File: src/rtl/seq_normalize.sv
// Iterative left-normalizer: shifts a 16-bit operand left one bit per clock until normalized,
// reporting the shift count. Define NORM_FAST2_EN to allow two-bit steps when both are safe.
module seq_normalize #(
    parameter int WIDTH = 16,
    parameter int CNT_W = 5
) (
    input  logic             clk,
    input  logic             rst_n,
    input  logic             start,
    input  logic             mode,
    input  logic [WIDTH-1:0] in,
    output logic             busy,
    output logic             done,
    output logic [WIDTH-1:0] out,
    output logic [CNT_W-1:0] count,
    output logic             zero
);

    typedef enum logic [1:0] {
        ST_IDLE = 2'd0,
        ST_RUN  = 2'd1,
        ST_DONE = 2'd2
    } state_t;

    localparam logic [CNT_W-1:0] CNT_CAP     = 5'd15;
    localparam logic [CNT_W-1:0] CNT_DEG_U   = 5'd16;
    localparam logic [CNT_W-1:0] CNT_DEG_S   = 5'd15;
    localparam logic [WIDTH-1:0] WORD_ZERO   = 16'h0000;
    localparam logic [WIDTH-1:0] WORD_ONES   = 16'hFFFF;

    state_t           state_q, state_d;
    logic [WIDTH-1:0] reg_q, reg_d;
    logic [CNT_W-1:0] count_q, count_d;
    logic             mode_q, mode_d;
    logic             zero_q, zero_d;
    logic             norm_s;
    logic             stop_s;

    function automatic logic is_normalized(input logic [WIDTH-1:0] r, input logic m);
        logic res;
        if (m) begin
            res = (r[WIDTH-1] != r[WIDTH-2]);
        end else begin
            res = r[WIDTH-1];
        end
        return res;
    endfunction

    function automatic logic is_degenerate(input logic [WIDTH-1:0] r, input logic m);
        logic res;
        if (m) begin
            res = (r == WORD_ZERO) || (r == WORD_ONES);
        end else begin
            res = (r == WORD_ZERO);
        end
        return res;
    endfunction

`ifdef NORM_FAST2_EN
    // A double step is safe only when the intermediate single shift would not normalize.
    function automatic logic can_double(input logic [WIDTH-1:0] r, input logic m);
        logic res;
        if (m) begin
            res = (r[WIDTH-1] == r[WIDTH-2]) && (r[WIDTH-2] == r[WIDTH-3]);
        end else begin
            res = (r[WIDTH-1:WIDTH-2] == 2'b00);
        end
        return res;
    endfunction
`endif

    assign norm_s = is_normalized(reg_q, mode_q);
    assign stop_s = zero_q || norm_s || (count_q == CNT_CAP);

    // State register.
    always_ff @(posedge clk or negedge rst_n) begin
        if (!rst_n) begin
            state_q <= ST_IDLE;
        end else begin
            state_q <= state_d;
        end
    end

    // Next-state logic.
    always_comb begin
        state_d = state_q;
        case (state_q)
            ST_IDLE: begin
                if (start) begin
                    state_d = ST_RUN;
                end else begin
                    state_d = ST_IDLE;
                end
            end
            ST_RUN: begin
                if (stop_s) begin
                    state_d = ST_DONE;
                end else begin
                    state_d = ST_RUN;
                end
            end
            ST_DONE: state_d = ST_IDLE;
            default: state_d = ST_IDLE;
        endcase
    end

    // Datapath next values: load on accepted start, shift while running, otherwise hold.
    always_comb begin
        reg_d   = reg_q;
        count_d = count_q;
        mode_d  = mode_q;
        zero_d  = zero_q;
        case (state_q)
            ST_IDLE: begin
                if (start) begin
                    reg_d   = in;
                    mode_d  = mode;
                    count_d = 5'd0;
                    zero_d  = is_degenerate(in, mode);
                end else begin
                    reg_d = reg_q;
                end
            end
            ST_RUN: begin
                if (zero_q) begin
                    // Degenerate operands report the full-width count without shifting.
                    if (mode_q) begin
                        count_d = CNT_DEG_S;
                    end else begin
                        count_d = CNT_DEG_U;
                    end
                end else if (norm_s || (count_q == CNT_CAP)) begin
                    count_d = count_q;
                end else begin
`ifdef NORM_FAST2_EN
                    if (can_double(reg_q, mode_q) && (count_q <= 5'd13)) begin
                        reg_d   = {reg_q[WIDTH-3:0], 2'b00};
                        count_d = count_q + 5'd2;
                    end else begin
                        reg_d   = {reg_q[WIDTH-2:0], 1'b0};
                        count_d = count_q + 5'd1;
                    end
`else
                    reg_d   = {reg_q[WIDTH-2:0], 1'b0};
                    count_d = count_q + 5'd1;
`endif
                end
            end
            ST_DONE: begin
                reg_d = reg_q;
            end
            default: begin
                reg_d = reg_q;
            end
        endcase
    end

    // Datapath registers; reset discards any in-flight operation.
    always_ff @(posedge clk or negedge rst_n) begin
        if (!rst_n) begin
            reg_q   <= 16'h0000;
            count_q <= 5'd0;
            mode_q  <= 1'b0;
            zero_q  <= 1'b0;
        end else begin
            reg_q   <= reg_d;
            count_q <= count_d;
            mode_q  <= mode_d;
            zero_q  <= zero_d;
        end
    end

    // Output decode from the state register.
    always_comb begin
        busy = 1'b0;
        done = 1'b0;
        case (state_q)
            ST_IDLE: begin
                busy = 1'b0;
                done = 1'b0;
            end
            ST_RUN: begin
                busy = 1'b1;
                done = 1'b0;
            end
            ST_DONE: begin
                busy = 1'b1;
                done = 1'b1;
            end
            default: begin
                busy = 1'b0;
                done = 1'b0;
            end
        endcase
    end

    assign out   = reg_q;
    assign count = count_q;
    assign zero  = zero_q;

endmodule

File: config.mk
export PLATFORM = sky130hd
export DESIGN_NAME = seq_normalize
export DESIGN_NICKNAME = d
export VERILOG_FILES = /design/src/rtl/seq_normalize.sv
export SDC_FILE = /design/constraint.sdc
export NUM_CORES = 1
export LEC_CHECK = 0
export BUFFER_PORTS_ARGS = -buffer_cell sky130_fd_sc_hd__clkbuf_2
export CELL_PAD_IN_SITES_DETAIL_PLACEMENT = 1
export CELL_PAD_IN_SITES_GLOBAL_PLACEMENT = 1
export CORE_MARGIN = 2
export CORE_UTILIZATION = 38
export CTS_CLUSTER_DIAMETER = 50
export CTS_CLUSTER_SIZE = 8
export DETAILED_ROUTE_END_ITERATION = 10
export PLACE_DENSITY = 0.89
export SLEW_MARGIN = 5
export SYNTH_ARGS = -nofsm -noshare
export SYNTH_HDL_FRONTEND = slang
export SYNTH_SLANG_ARGS = --single-unit
File: constraint.sdc
create_clock -name clk -period 2.8 [get_ports clk]
set_input_delay 0.28 -clock clk [delete_from_list [all_inputs] [get_ports clk]]
set_output_delay 0.28 -clock clk [all_outputs]
set_load 0.01 [all_outputs]
==> run summary <==
peak supply drop: 0.000381 V
# DRC: 0
setup violators final: 0
Clk pin slew, worst setup/hold paths: 0.14 ns
routed wire length per instance: 16.8 µm
Final Hold Viols: 0
TritonCTS Buffers: 3
number of synthesized flops with an enable pin: 0
crit path from: count[0]
sequential share of the synthesized area: 46.0%
number of diodes: 0
most used flip-flop cell after synthesis: dfrtp_1
Vias: 1220
number of cells on the critical path: 7
Setup WS post-layout: 0.266 ns
core box area: 3390 µm²
clk sink count: 25
worst setup path endpoint: out[0]
Post-CTS Setup Inserts: 0
FF-to-FF setup slack: 0.27 ns
CP dominant cell by count: ha_1
hold path depth: 3
post-synth top area share: 46.0%
crit share post-route: 90.5%
RSZ-0062 raised after global routing: false
Gate Count Post-Synth: 122
outcome: complete, no violations
post_cts resized: 0
IO Port Bufs: 43
power per cell area: 1040 nW/µm²
CTS tree: built
post-synth top area cell: dfrtp_1
Crit Path Class: flip-flop to flip-flop
Critical R2R Launch: count[0]
post-synthesis compound-gate area fraction: 31.8%
slowest stage cell on the critical path: a21oi_4
proportion of synthesized area in mux cells: 1.57%
Synth area leaders: dfrtp_1 46%, o21a_1 8.8%, o32a_2 6.6%
Final Skew: 0.00706 ns
syn nets: 147
post-synthesis register bit count: 25
DP Worst Slack: 0.269 ns
worst-margin pin slew: 0.689 ns
DRT iter0 DRCs: 38
Placed Area: 1590 µm²
Clock Path Buffers: 2
first-pass GRT wire length: 5.86 mm
final instance area: 1630 µm²
CP max stage delay: 0.49 ns
crit end category: flip-flop
root cell of the clock tree: clkbuf_4
Post-Synth XOR/XNOR Area: 0%
IO Count: 44
total track usage: 18.3%
Post-Syn Area: 1360 µm²
CP bufs+invs: 0
Clock Latency Late Sink: 0.32 ns
WL final: 3.54 mm
Chip Height: 63.8 µm
antenna-violating nets left: 0
vias in the first global route: 1262
total negative slack: 0 ns
WHS: 0.203 ns
CP top delay family: compound AO/OA/AOI/OAI gates
Die Wd: 63.8 µm
Worst Path Required: 2.98 ns
vias per cell: 5.78
Max Clock Freq: 395 MHz
Leak: 0.000710 µW
CP arrival: 2.72 ns
Worst slew margin: 54.1%
RR Endpoint: out[0]
RD Place Congestion: 0.769
Initial Util: 40.1%
hold crit path type: input pin to flip-flop
row count: 21
Worst Path Max Fanout: 19
dpl hpwl: 2.61 mm
worst-path cell chain: ha_1, and3_1, ha_1, a211o_1, a21o_1, a21oi_4, o22ai_1
fraction of the mapped netlist area in adder cells: 4.60%
initial antenna violation count: 0
min Tclk post-route: 2.53 ns
max-cap violation count: 0
Area growth syn-to-layout: 19.9%
layout cells sized above 1: 37.0%
simple-gate share of the synthesized area: 9.58%
Synth Warn #: 0
syn_area_per_cell: 11.1 µm²
first drt pass iteration count: 4
share of flip-flops with an asynchronous set or reset: 100%
crit start category: flip-flop
H-tree levels: 1
die area: 4070 µm²
fin nets: 191
Slew Limit Fails: 0
worst-case reg-to-reg path depth: 7
largest net degree at the start of global routing: 26
grt total ovfl: 0
Netlist cell types: 36
largest family of logic cells by synthesized area: compound AO/OA/AOI/OAI gates
==> flip-flops by register name, summed over array words and instances (netlist names) <==
signal   count
zero         1
count        5
out         16
mode_q       1
state_q      2
==> kinds of logic after synthesis <==
logic type               after synthesis
buffers and inverters                 17
adder cells (fa/ha/maj)                5
AND/OR/NAND/NOR                       22
AO/OA/AOI/OAI                         51
flip-flops                            25
multiplexers                           2
==> Yosys cell counts (all sizes together) (2+ instances only) <==
| cell | instances |
|---|---|
| clkbuf | 2 |
| o221a | 2 |
| nand4 | 4 |
| o32a | 15 |
| ha | 5 |
| inv | 11 |
| o21ai | 6 |
| nand3 | 3 |
| nand2 | 3 |
| dfrtp | 25 |
| nor4 | 5 |
| a21oi | 4 |
| buf | 4 |
| o22ai | 2 |
| and2 | 2 |
| o21a | 16 |
| a41oi | 2 |
==> timing repair <==
action                                 4_1_cts  5_1_grt
endpoints found under the hold margin       25        0
setup endpoints to repair                    0        0
hold buffers                                 1        0
==> worst min-delay path: cells and delay by family <==
kind	cells	cell delay, ns
buf+inv	2	0.15
compound gates	1	0.06
==> layout make-up <==
cell class              instances  area [µm²]
fillers                       394        1760
multi-input cells              80         646
flip-flops and latches         25         626
repair buffers                 45         233
well taps                      46        57.6
inverters                      11        41.3
clock buffers                   4        26.3
==> per-layer routing <==
| layer | share of wire [%] | wire length (µm) | global-route usage [%] | up-vias |
|---|---|---|---|---|
| met1 | 45 | 1600 | 22.6 | 616 |
| met4 | 0.51 | 18 | 5.16 | 0 |
| met5 | 0 | 0 | 0 | - |
| met3 | 4.1 | 146 | 3.70 | 2 |
| met2 | 50 | 1770 | 32.2 | 40 |
| li1 | - | - | - | 562 |
==> cells in the final DEF (no fill, tap or decap) <==
cell type	count
a211o_1	1
a21o_1	1
a21oi_1	3
a21oi_4	1
a22oi_1	1
a31oi_1	1
a41oi_1	1
a41oi_2	1
and2_1	1
and2_2	1
and3_1	1
and4_1	1
buf_4	1
clkbuf_1	1
clkbuf_2	43
clkbuf_4	3
dfrtp_1	25
dlygate4sd3_1	1
ha_1	5
inv_1	11
mux2_2	1
mux2i_1	1
nand2_1	3
nand2b_1	1
nand3_1	3
nand4_1	4
nand4b_1	1
nor2_1	1
nor4_1	5
o21a_1	16
o21ai_0	5
o21ai_1	1
o221a_2	2
o22ai_1	2
o32a_1	7
o32a_2	8
==> stage by stage <==
stage / util [%] / instances / total power, µW
2_1_floorplan: - / 122 / 1280
3_3_place_gp: 47.0 / 206 / 1500
3_5_place_dp: 47.0 / 206 / 1550
4_1_cts: 48.1 / 211 / 1720
5_1_grt: 48.1 / 211 / 1840
6_report: 48.1 / 211 / 1700
==> worst min-delay path by stage <==
stage | startpoint | end | slack (ns)
2_1_floorplan | rst_n | count[0] | -0.02
6_report | in[0] | out[0] | 0.20
5_1_grt | in[0] | out[0] | 0.18
3_5_place_dp | rst_n | state_q[1] | 0.34
4_1_cts | in[0] | out[0] | 0.19
3_3_place_gp | rst_n | state_q[1] | 0.32
==> power breakdown <==
group | total, µW | internal (µW) | switching [µW]
clock network | 167 | 55.8 | 111
registers | 651 | 509 | 142
logic | 882 | 378 | 504
total | 1700 | 943 | 758
Power figures use the tool's default switching activity.
